<file path="src/rtl/mash_dsm_nch.sv">
// mash_dsm_nch: multi-channel MASH delta-sigma requantiser.
// Each channel splits an unsigned sample into integer and fractional parts.
// The fractional part drives a run-time selectable MASH cascade: bypass, 1, 1-1 or 1-1-1.
// The carry-derived correction is added to the mid-scale-centred integer part.
// The result is saturated to a signed DAC_BW-bit code.
// State advances only on an accepted AXI-stream beat.
module mash_dsm_nch #(
  parameter int          NUM_CH    = 2,
  parameter int          WIDTH     = 16,
  parameter int          FRAC_BW   = 12,
  parameter int          DAC_BW    = 5,
  parameter logic [15:0] LFSR_SEED = 16'hACE1
) (
  input  logic                       aclk,
  input  logic                       arst_n,
  input  logic [1:0]                 mode,
  input  logic                       dither_enable,
  input  logic [NUM_CH*WIDTH-1:0]    s_axis_data_tdata,
  input  logic                       s_axis_data_tvalid,
  output logic                       s_axis_data_tready,
  output logic [NUM_CH*DAC_BW-1:0]   m_axis_data_tdata,
  output logic                       m_axis_data_tvalid,
  input  logic                       m_axis_data_tready,
  output logic [NUM_CH-1:0]          sat_flag,
  input  logic                       sat_clear
);

  localparam int INT_BW  = WIDTH - FRAC_BW;
  localparam int OW      = INT_BW + 3;
  localparam int SAT_MAX = (1 << (DAC_BW - 1)) - 1;
  localparam int SAT_MIN = -(1 << (DAC_BW - 1));
  localparam logic signed [OW-1:0] MID = OW'(1 << (INT_BW - 1));

  // Zero-extend a carry bit into the signed correction width.
  function automatic logic signed [OW-1:0] bit_ext(input logic b);
    return {{(OW-1){1'b0}}, b};
  endfunction

  logic        m_tvalid_reg;
  logic [15:0] lfsr_reg;
  logic [15:0] lfsr_next;
  logic [1:0]  last_mode_reg;
  logic        accept;
  logic        restart;
  logic        dith_bit;

  // No bubble: a new beat may enter whenever the output slot is empty or draining.
  assign s_axis_data_tready = !m_tvalid_reg || m_axis_data_tready;
  assign accept             = s_axis_data_tvalid && s_axis_data_tready;
  // A mode change makes every stage start from zero on that beat.
  assign restart            = (mode != last_mode_reg);
  assign dith_bit           = dither_enable & lfsr_reg[0];
  // Right-shifting Fibonacci LFSR (x^16+x^14+x^13+x^11+1); bit 0 is the dither output.
  assign lfsr_next          = {lfsr_reg[0] ^ lfsr_reg[2] ^ lfsr_reg[3] ^ lfsr_reg[5], lfsr_reg[15:1]};
  assign m_axis_data_tvalid = m_tvalid_reg;

  // Shared control state: output valid, dither LFSR and the last accepted mode.
  always_ff @(posedge aclk or negedge arst_n) begin
    if (!arst_n) begin
      m_tvalid_reg  <= 1'b0;
      lfsr_reg      <= LFSR_SEED;
      last_mode_reg <= 2'b00;
    end else begin
      if (accept) begin
        m_tvalid_reg  <= 1'b1;
        lfsr_reg      <= lfsr_next;
        last_mode_reg <= mode;
      end else if (m_axis_data_tready) begin
        m_tvalid_reg  <= 1'b0;
      end
    end
  end

  genvar gi;
  generate
    for (gi = 0; gi < NUM_CH; gi++) begin : g_ch
      logic [FRAC_BW-1:0]     e1_reg, e2_reg, e3_reg;
      logic [FRAC_BW-1:0]     e1_eff, e2_eff, e3_eff;
      logic [FRAC_BW-1:0]     e1_new, e2_new, e3_new;
      logic                   c2_z1_reg, c3_z1_reg, c3_z2_reg;
      logic                   c2_z1_eff, c3_z1_eff, c3_z2_eff;
      logic                   c1, c2, c3;
      logic [INT_BW-1:0]      x_int;
      logic [FRAC_BW-1:0]     x_frac;
      logic signed [OW-1:0]   n_val;
      logic signed [OW-1:0]   out_val;
      logic signed [31:0]     out_ext;
      logic [DAC_BW-1:0]      code_next;
      logic [DAC_BW-1:0]      code_reg;
      logic                   sat_now;
      logic                   sat_reg;

      assign x_int  = s_axis_data_tdata[gi*WIDTH+FRAC_BW +: INT_BW];
      assign x_frac = s_axis_data_tdata[gi*WIDTH +: FRAC_BW];

      // Cascade arithmetic, correction term and saturation for one channel.
      always_comb begin
        e1_eff    = restart ? '0 : e1_reg;
        e2_eff    = restart ? '0 : e2_reg;
        e3_eff    = restart ? '0 : e3_reg;
        c2_z1_eff = restart ? 1'b0 : c2_z1_reg;
        c3_z1_eff = restart ? 1'b0 : c3_z1_reg;
        c3_z2_eff = restart ? 1'b0 : c3_z2_reg;
        {c1, e1_new} = {1'b0, e1_eff} + {1'b0, x_frac} + {{FRAC_BW{1'b0}}, dith_bit};
        {c2, e2_new} = {1'b0, e2_eff} + {1'b0, e1_new};
        {c3, e3_new} = {1'b0, e3_eff} + {1'b0, e2_new};
        n_val = '0;
        case (mode)
          2'b01: n_val = bit_ext(c1);
          2'b10: n_val = bit_ext(c1) + bit_ext(c2) - bit_ext(c2_z1_eff);
          2'b11: n_val = bit_ext(c1) + bit_ext(c2) - bit_ext(c2_z1_eff)
                       + bit_ext(c3) - (bit_ext(c3_z1_eff) <<< 1) + bit_ext(c3_z2_eff);
          default: n_val = '0;
        endcase
        out_val   = signed'({3'b000, x_int}) - MID + n_val;
        out_ext   = 32'(out_val);
        sat_now   = 1'b0;
        code_next = out_ext[DAC_BW-1:0];
        if (out_ext > SAT_MAX) begin
          sat_now   = 1'b1;
          code_next = DAC_BW'(SAT_MAX);
        end else if (out_ext < SAT_MIN) begin
          sat_now   = 1'b1;
          code_next = DAC_BW'(SAT_MIN);
        end
      end

      // Modulator state; stages unused by the current mode are parked at zero.
      always_ff @(posedge aclk or negedge arst_n) begin
        if (!arst_n) begin
          e1_reg    <= '0;
          e2_reg    <= '0;
          e3_reg    <= '0;
          c2_z1_reg <= 1'b0;
          c3_z1_reg <= 1'b0;
          c3_z2_reg <= 1'b0;
        end else if (accept) begin
          e1_reg    <= (mode == 2'b00) ? '0 : e1_new;
          e2_reg    <= mode[1] ? e2_new : '0;
          e3_reg    <= (&mode) ? e3_new : '0;
          c2_z1_reg <= mode[1] & c2;
          c3_z1_reg <= (&mode) & c3;
          c3_z2_reg <= (&mode) & c3_z1_eff;
        end
      end

      // Output code register; holds while the downstream stalls.
      always_ff @(posedge aclk or negedge arst_n) begin
        if (!arst_n) begin
          code_reg <= '0;
        end else if (accept) begin
          code_reg <= code_next;
        end
      end

      // Sticky saturation flag; a saturating beat beats a simultaneous clear.
      always_ff @(posedge aclk or negedge arst_n) begin
        if (!arst_n) begin
          sat_reg <= 1'b0;
        end else if (accept && sat_now) begin
          sat_reg <= 1'b1;
        end else if (sat_clear) begin
          sat_reg <= 1'b0;
        end
      end

      assign m_axis_data_tdata[gi*DAC_BW +: DAC_BW] = code_reg;
      assign sat_flag[gi]                           = sat_reg;
    end
  endgenerate

endmodule

</file>
<file path="config.mk">
export PLATFORM = sky130hd
export DESIGN_NAME = mash_dsm_nch
export DESIGN_NICKNAME = d
export VERILOG_FILES = /design/src/rtl/mash_dsm_nch.sv
export SDC_FILE = /design/constraint.sdc
export NUM_CORES = 1
export LEC_CHECK = 0
export CAP_MARGIN = 0
export CORE_ASPECT_RATIO = 0.8
export CORE_UTILIZATION = 50
export CTS_CLUSTER_DIAMETER = 100
export DETAILED_ROUTE_END_ITERATION = 8
export PLACE_DENSITY = 0.74
export SLEW_MARGIN = 20
export SYNTH_ARGS = -nofsm -noshare
export SYNTH_HDL_FRONTEND = slang
export SYNTH_SLANG_ARGS = --single-unit
</file>
<file path="constraint.sdc">
create_clock -name aclk -period 14.3 [get_ports aclk]
set_input_delay 2.86 -clock aclk [delete_from_list [all_inputs] [get_ports aclk]]
set_output_delay 2.86 -clock aclk [all_outputs]
set_load 0.005 [all_outputs]
</file>
==> key figures <==
Outcome
  • Outcome: finished, final reports clean

STA
  • Skew final: 0.0130 ns
  • Ratio of final minimum period to clock period: 0.812
  • Slew margin rel.: 0.398
  • Fin. Hold Viols: 0
  • RSZ-0062 raised after global routing: no
  • Setup tns final: 0 ns
  • Max Clk Rate: 0.0861 GHz
  • Period minus WS final: approximately 12 ns
  • Least-Margin Pin Slew: about 0.90 ns
  • Post-Route Hold Slack: 0.459 ns
  • Final setup fails: 0
  • Max Slew Vio Count: 0

Synthesis
  • FFs w/ async S/R, synth: 1.00
  • Synth top area share: 0.291
  • Most common cell in the netlist: nand2_1
  • Mapped Area: 8670 um2
  • Synth Instances: approximately 1000
  • Sequential area share after synthesis: 0.316
  • Synth area leader: dfrtp_1
  • Synth cell types: between 50 and 60
  • Leading post-synthesis cells by cell area: dfrtp_1 (29%), ha_1 (14%), nand2_1 (6.3%)
  • Post-Syn Nets: 1147
  • Flops & latches, synth: 109
  • Mean Syn Cell Area: 8.70 um2
  • YS warnings: 0
  • Number of synthesized flops with an enable pin: 0
  • Ys flop type: dfrtp_1
  • Synth cell count leaders: nand2_1 (145), dfrtp_1 (101), ha_1 (94)

CTS
  • Number of H-tree levels: 3
  • Hold_buf cts: 0
  • Worst skew pair latency: ~0.37 ns
  • Postcts setup bufs: 0
  • Resized cells post-CTS: 0
  • Clock tree buffer depth: 2
  • CTS Root Cell: clkbuf_16
  • Clock Sink Count: 109
  • CTS tree: built
  • Clock slew seen by the registers of the worst setup and hold paths: 0.08 ns
  • Clock buffer count from CTS: 9

Routing
  • DRT antenna net count: 0
  • Drt wl/cell: roughly 16 um
  • Pre-Repair DR Iteration Count: 5
  • DRC violations left: 0
  • Final WL: roughly 20000 um
  • Via count: 7134
  • Vias per Instance: 5.70
  • Starting DRT DRC Count: 482

Worst setup path
  • CP Class: in -> reg
  • Worst Path Buf+Inv: 3
  • CP endpoint kind: flop
  • Critical path data arrival time: 11.84 ns
  • CP max stage cell: clkdlybuf4s50_1
  • CP startpoint kind: input port
  • CP required: 14.53 ns
  • CP delay by family, top: adder cells
  • Crit path max fanout: 30
  • CP max stage delay: 0.85 ns

Cells and area
  • Area Growth Syn to Fin: 11.3%
  • Ant. Diodes: 0
  • Fin util: 0.576
  • Cell Count, Final, Fillers Out: 1251
  • Share of layout cells above drive strength 1: 0.0339
  • Fin nets: 1176

Power
  • Share of power burned in registers: 0.347
  • PwrDens: 124 nW/um2
  • Leak Pwr: approximately 0.0047 uW
  • Sw frac: 0.385
  • Comb power frac: 0.447
  • Net Switching: 462 uW
  • Pwr Total: 1200 uW
  • Max rail drop VDD: between 0.05 and 0.06 mV
  • Internal power: ~740 uW
  • Clock share of power: 0.207

Place
  • Placed Cells incl. Taps: 1235
  • Number of port buffers: 53
  • HPWL after DPL: 14400 um
  • RePlAce Congestion: 0.914

Floorplan
  • Num rows: 42
  • I/O pins: 54
  • Die ar.: ~18000 um2
  • Width of the die: 149 um
  • Die H: between 100 and 150 um
  • Core Area: roughly 17000 um2
  • Starting Density: 0.517

Worst hold path
  • Hold Path Class: reg -> reg

GRT
  • Vias in the first global route: roughly 6700
  • Initial antenna violation count: 0
  • First-pass GRT wire length: 33500 um
  • Gr usage total: 0.236
  • Largest net degree at the start of global routing: 72
  • Total gr overflow: 0

Run
  • Max Cap Viol: 0
-- per-stage QoR --
stage	area [um2]	setup WS, ns
5_1_grt	9660	2.03
2_1_floorplan	8670	3.92
3_3_place_gp	9370	2.72
3_5_place_dp	9370	2.39
6_report	9660	2.69
4_1_cts	9660	2.77
-- power groups by stage --
| stage | combinational [uW] | clock [uW] | sequential, uW |
|---|---|---|---|
| after floorplan | 397 | 0 | 411 |
| after global placement | 518 | 0 | 420 |
| after detailed placement | 529 | 0 | 420 |
| after CTS | 534 | 256 | 416 |
| after global routing | 602 | 263 | 425 |
| final | 536 | 248 | 416 |
-- placed cells by master (no fill, tap or decap), types with 3 or more instances in the layout --
master / Yosys / routed
a21o_1: 20 / 20
o31ai_1: 7 / 7
o31a_1: 3 / 3
nor2b_1: 17 / 17
nand4_1: 5 / 5
ha_1: 94 / 94
clkbuf_16: 0 / 9
dfstp_2: 8 / 8
nand3_1: 18 / 18
nand2_1: 145 / 144
nor2_1: 46 / 45
o21bai_1: 5 / 5
a221o_1: 4 / 4
a211oi_1: 7 / 7
and3_1: 13 / 13
buf_4: 2 / 7
o211ai_1: 6 / 6
dfrtp_1: 101 / 101
xor2_1: 19 / 19
a211o_1: 5 / 5
nand3b_1: 4 / 4
or3_1: 5 / 5
and2_1: 73 / 73
inv_1: 50 / 50
o21a_1: 14 / 14
a21oi_1: 66 / 66
nor3_1: 7 / 7
clkdlybuf4s50_1: 0 / 52
xnor2_1: 32 / 32
mux2i_1: 7 / 7
o221ai_1: 3 / 3
o211a_1: 4 / 4
o21ai_0: 63 / 63
nand2b_1: 16 / 16
a31oi_1: 4 / 4
a21boi_0: 3 / 3
fa_1: 16 / 16
a22o_1: 35 / 35
a32o_1: 8 / 8
-- cell families after synthesis --
kind of cell / synth area share
muxes: 0.00808
DFF: 0.316
buffers and inverters: 0.0403
AOI/OAI and AO/OA: 0.210
adders and majority gates: 0.173
xor gates and xnor gates: 0.0515
and+or+nand+nor: 0.202
-- layer usage --
metal,global-route usage,routed length (um),vias to the layer above
li1,-,-,3551
met1,0.361,10200,3380
met2,0.333,8430,180
met3,0.0551,1190,23
met4,0.0555,252,0
met5,0,0,-
-- worst reg2reg max path, delay by kind of cell, from the launching register on --
family          cells  cell delay [ns]
compound gates     11             2.18
flops               1             0.40
simple gates       13             2.53
xor+xnor            2             0.39
fa+ha+maj           8             2.87
buf+inv             2             0.12
-- worst paths after layout --
kind                                   from             endpoint  slack [ns]  cells after the start
setup / recovery                    mode[1]  g_ch[0].code_reg[0]        2.69                     37
hold / removal                  lfsr_reg[6]          lfsr_reg[5]        0.46                      2
setup reg to reg           last_mode_reg[1]  g_ch[0].code_reg[0]        5.67                     36
hold reg to reg                 lfsr_reg[6]          lfsr_reg[5]        0.46                      2
max in group asynchronous            arst_n   g_ch[0].e2_reg[10]       10.51                      2
min in group asynchronous            arst_n    g_ch[0].e1_reg[8]        2.55                      1
-- layout make-up --
cell class,instances,area [um2]
clock inverters,7,56.3
repair buffers,59,573
multi-input cells,797,5600
flip-flops and latches,109,2740
fillers,1492,7110
well taps,220,275
clock buffers,9,225
inverters,50,188
No activity file was read; power rests on OpenSTA's default activity.
==> patch (same flow settings) <==
Reset style: synchronous (`arst_n`), changed in 4 clocked blocks.
--- a/src/rtl/mash_dsm_nch.sv
+++ b/src/rtl/mash_dsm_nch.sv
@@ -55,7 +55,7 @@
   assign m_axis_data_tvalid = m_tvalid_reg;
 
   // Shared control state: output valid, dither LFSR and the last accepted mode.
-  always_ff @(posedge aclk or negedge arst_n) begin
+  always_ff @(posedge aclk) begin
     if (!arst_n) begin
       m_tvalid_reg  <= 1'b0;
       lfsr_reg      <= LFSR_SEED;
@@ -126,7 +126,7 @@
       end
 
       // Modulator state; stages unused by the current mode are parked at zero.
-      always_ff @(posedge aclk or negedge arst_n) begin
+      always_ff @(posedge aclk) begin
         if (!arst_n) begin
           e1_reg    <= '0;
           e2_reg    <= '0;
@@ -145,7 +145,7 @@
       end
 
       // Output code register; holds while the downstream stalls.
-      always_ff @(posedge aclk or negedge arst_n) begin
+      always_ff @(posedge aclk) begin
         if (!arst_n) begin
           code_reg <= '0;
         end else if (accept) begin
@@ -154,7 +154,7 @@
       end
 
       // Sticky saturation flag; a saturating beat beats a simultaneous clear.
-      always_ff @(posedge aclk or negedge arst_n) begin
+      always_ff @(posedge aclk) begin
         if (!arst_n) begin
           sat_reg <= 1'b0;
         end else if (accept && sat_now) begin
Function: changed (a bounded check fails within 4 cycles, from zero or initial values and one cycle with arst_n low; the reset may be asserted at any time).
==> patch against the original RTL <==
- sequential cell count unchanged
- design area shrank 1.8%
- wire length fell by 2.9%
- first-iteration DRC count down 23%
- sequential share of layout area shrank 5.3 points
- area after synthesis fell by 2.3%
- worst setup slack better by 0.27 ns
- highest routed layer unchanged
Power is not compared: it rests on default switching activity, and its combinational part moved more than twofold at a synthesized area within 25%.
==> patch: results (changes against the original RTL) <==
- Synth cell types: 60 (+3.4%)
- Pin count of the biggest net entering global routing: 65 (-9.7%)
- Post-place instance area: 9170 um2 (-2.1%)
- Drt first-iter violations: 372 (-23%)
- Crit path max fanout: 31 (+3.3%)
- Seq/Total Area, Yosys: 0.257 (-0.0582)
- Filler Cells Inserted: 1,554 (+4.2%)
- Post-synth ARST share: 0 (-1.00)
- Vias in the first global route: 7,018 (+5.3%)
- Final GP Congestion: 0.891 (-2.5%)
- Later-pin clock latency in the skew report: ~0.36 ns
- First-pass GRT wire length: 33,300 um (-0.84%)
- H-Tree Depth: 3 (unchanged)
- Headroom to the max-slew limit: 0.287 (-0.111)
- Most frequent cells after synthesis: dfxtp_1, nand2_1, ha_1
- Max incr delay on CP: 0.98 ns (+0.13 ns)
- Post-CTS Resized: 0 (unchanged)
- Crit path DAT: 11.58 ns (-0.26 ns)
- I/O Buffers: 53 (unchanged)
- Synth Flop Type: dfxtp_1
- Placed wire-length estimate: 14,400 um (-0.23%)
- Status: finished, final reports clean
- Worst hold margin: 0.445 ns (-0.0132 ns)
- Clock Skew: 0.0123 ns (-0.000696 ns)
- Vias: 7,405 (+3.8%)
- R2R Setup Slk: 6.14 ns (+0.47 ns)
- Share of cells above drive strength 1: 0.0333 (-0.000676)
- Setup violators final: 0 (unchanged)
- WL final: 19,500 um (-2.9%)
- Total GRT Usage: 0.233 (-0.00322)
- Synth top area cells: dfxtp_1, ha_1, and2_1
- Nets@finish: 1,227 (+4.3%)
## patch: power by group
part           switching (uW)  leakage (uW)  total (uW)  internal, uW
Clock                     137      0.000152         264           127
Sequential               8.51      0.000892         329           321
Combinational             114       0.00317         199          84.9
Total                     259       0.00421         792           533
## patch: critical path, delay by kind of cell
| family | cells | cell delay, ns |
|---|---|---|
| XOR/XNOR | 2 | 0.38 |
| adder cells (fa/ha/maj) | 8 | 2.65 |
| AND/OR/NAND/NOR | 7 | 1.73 |
| buffers and inverters | 2 | 1.04 |
| AO/OA/AOI/OAI | 14 | 2.89 |
## patch: layer usage
metal,track usage,share of wire
met5,0,0
met4,0.0573,0.014
met1,0.327,0.50
met2,0.367,0.44
met3,0.0432,0.048
## patch: area by class of cell
type,instances,area share
multi-input combinational,849,0.628
clock inverter,7,0.00884
tap,220,0.0290
clock buffer,9,0.0237
sequential,109,0.230
inverter,49,0.0194
timing repair buffer,59,0.0607
## patch: final timing paths
kind                                       endpoint              from  cells past startpoint
worst max register to register  g_ch[0].code_reg[2]  last_mode_reg[0]                     32
worst min-delay path                    lfsr_reg[8]       lfsr_reg[9]                      2
worst min register to register          lfsr_reg[8]       lfsr_reg[9]                      2
worst max-delay path            g_ch[0].code_reg[2]           mode[0]                     33
## patch: cells by family (layout without fill, tap and decap cells)
kind of cell | count (synthesis) | count (layout) | share of synthesized area
compound gates | 319 | 319 | 0.253
xor+xnor | 52 | 52 | 0.0537
fa+ha+maj | 110 | 110 | 0.177
buf+inv | 92 | 124 | 0.0416
flops | 109 | 109 | 0.257
mux | 6 | 6 | 0.00753
simple gates | 362 | 362 | 0.210
## patch: through the flow
step           cells   util  total power (uW)  worst slack, ns
4_1_cts         1302  0.573               799             3.01
5_1_grt         1302  0.573               837             2.35
3_5_place_dp    1286  0.554               533             2.67
6_report        1302  0.573               792             2.96
3_3_place_gp    1286  0.554               529             2.89
2_1_floorplan   1050      -               478             4.34
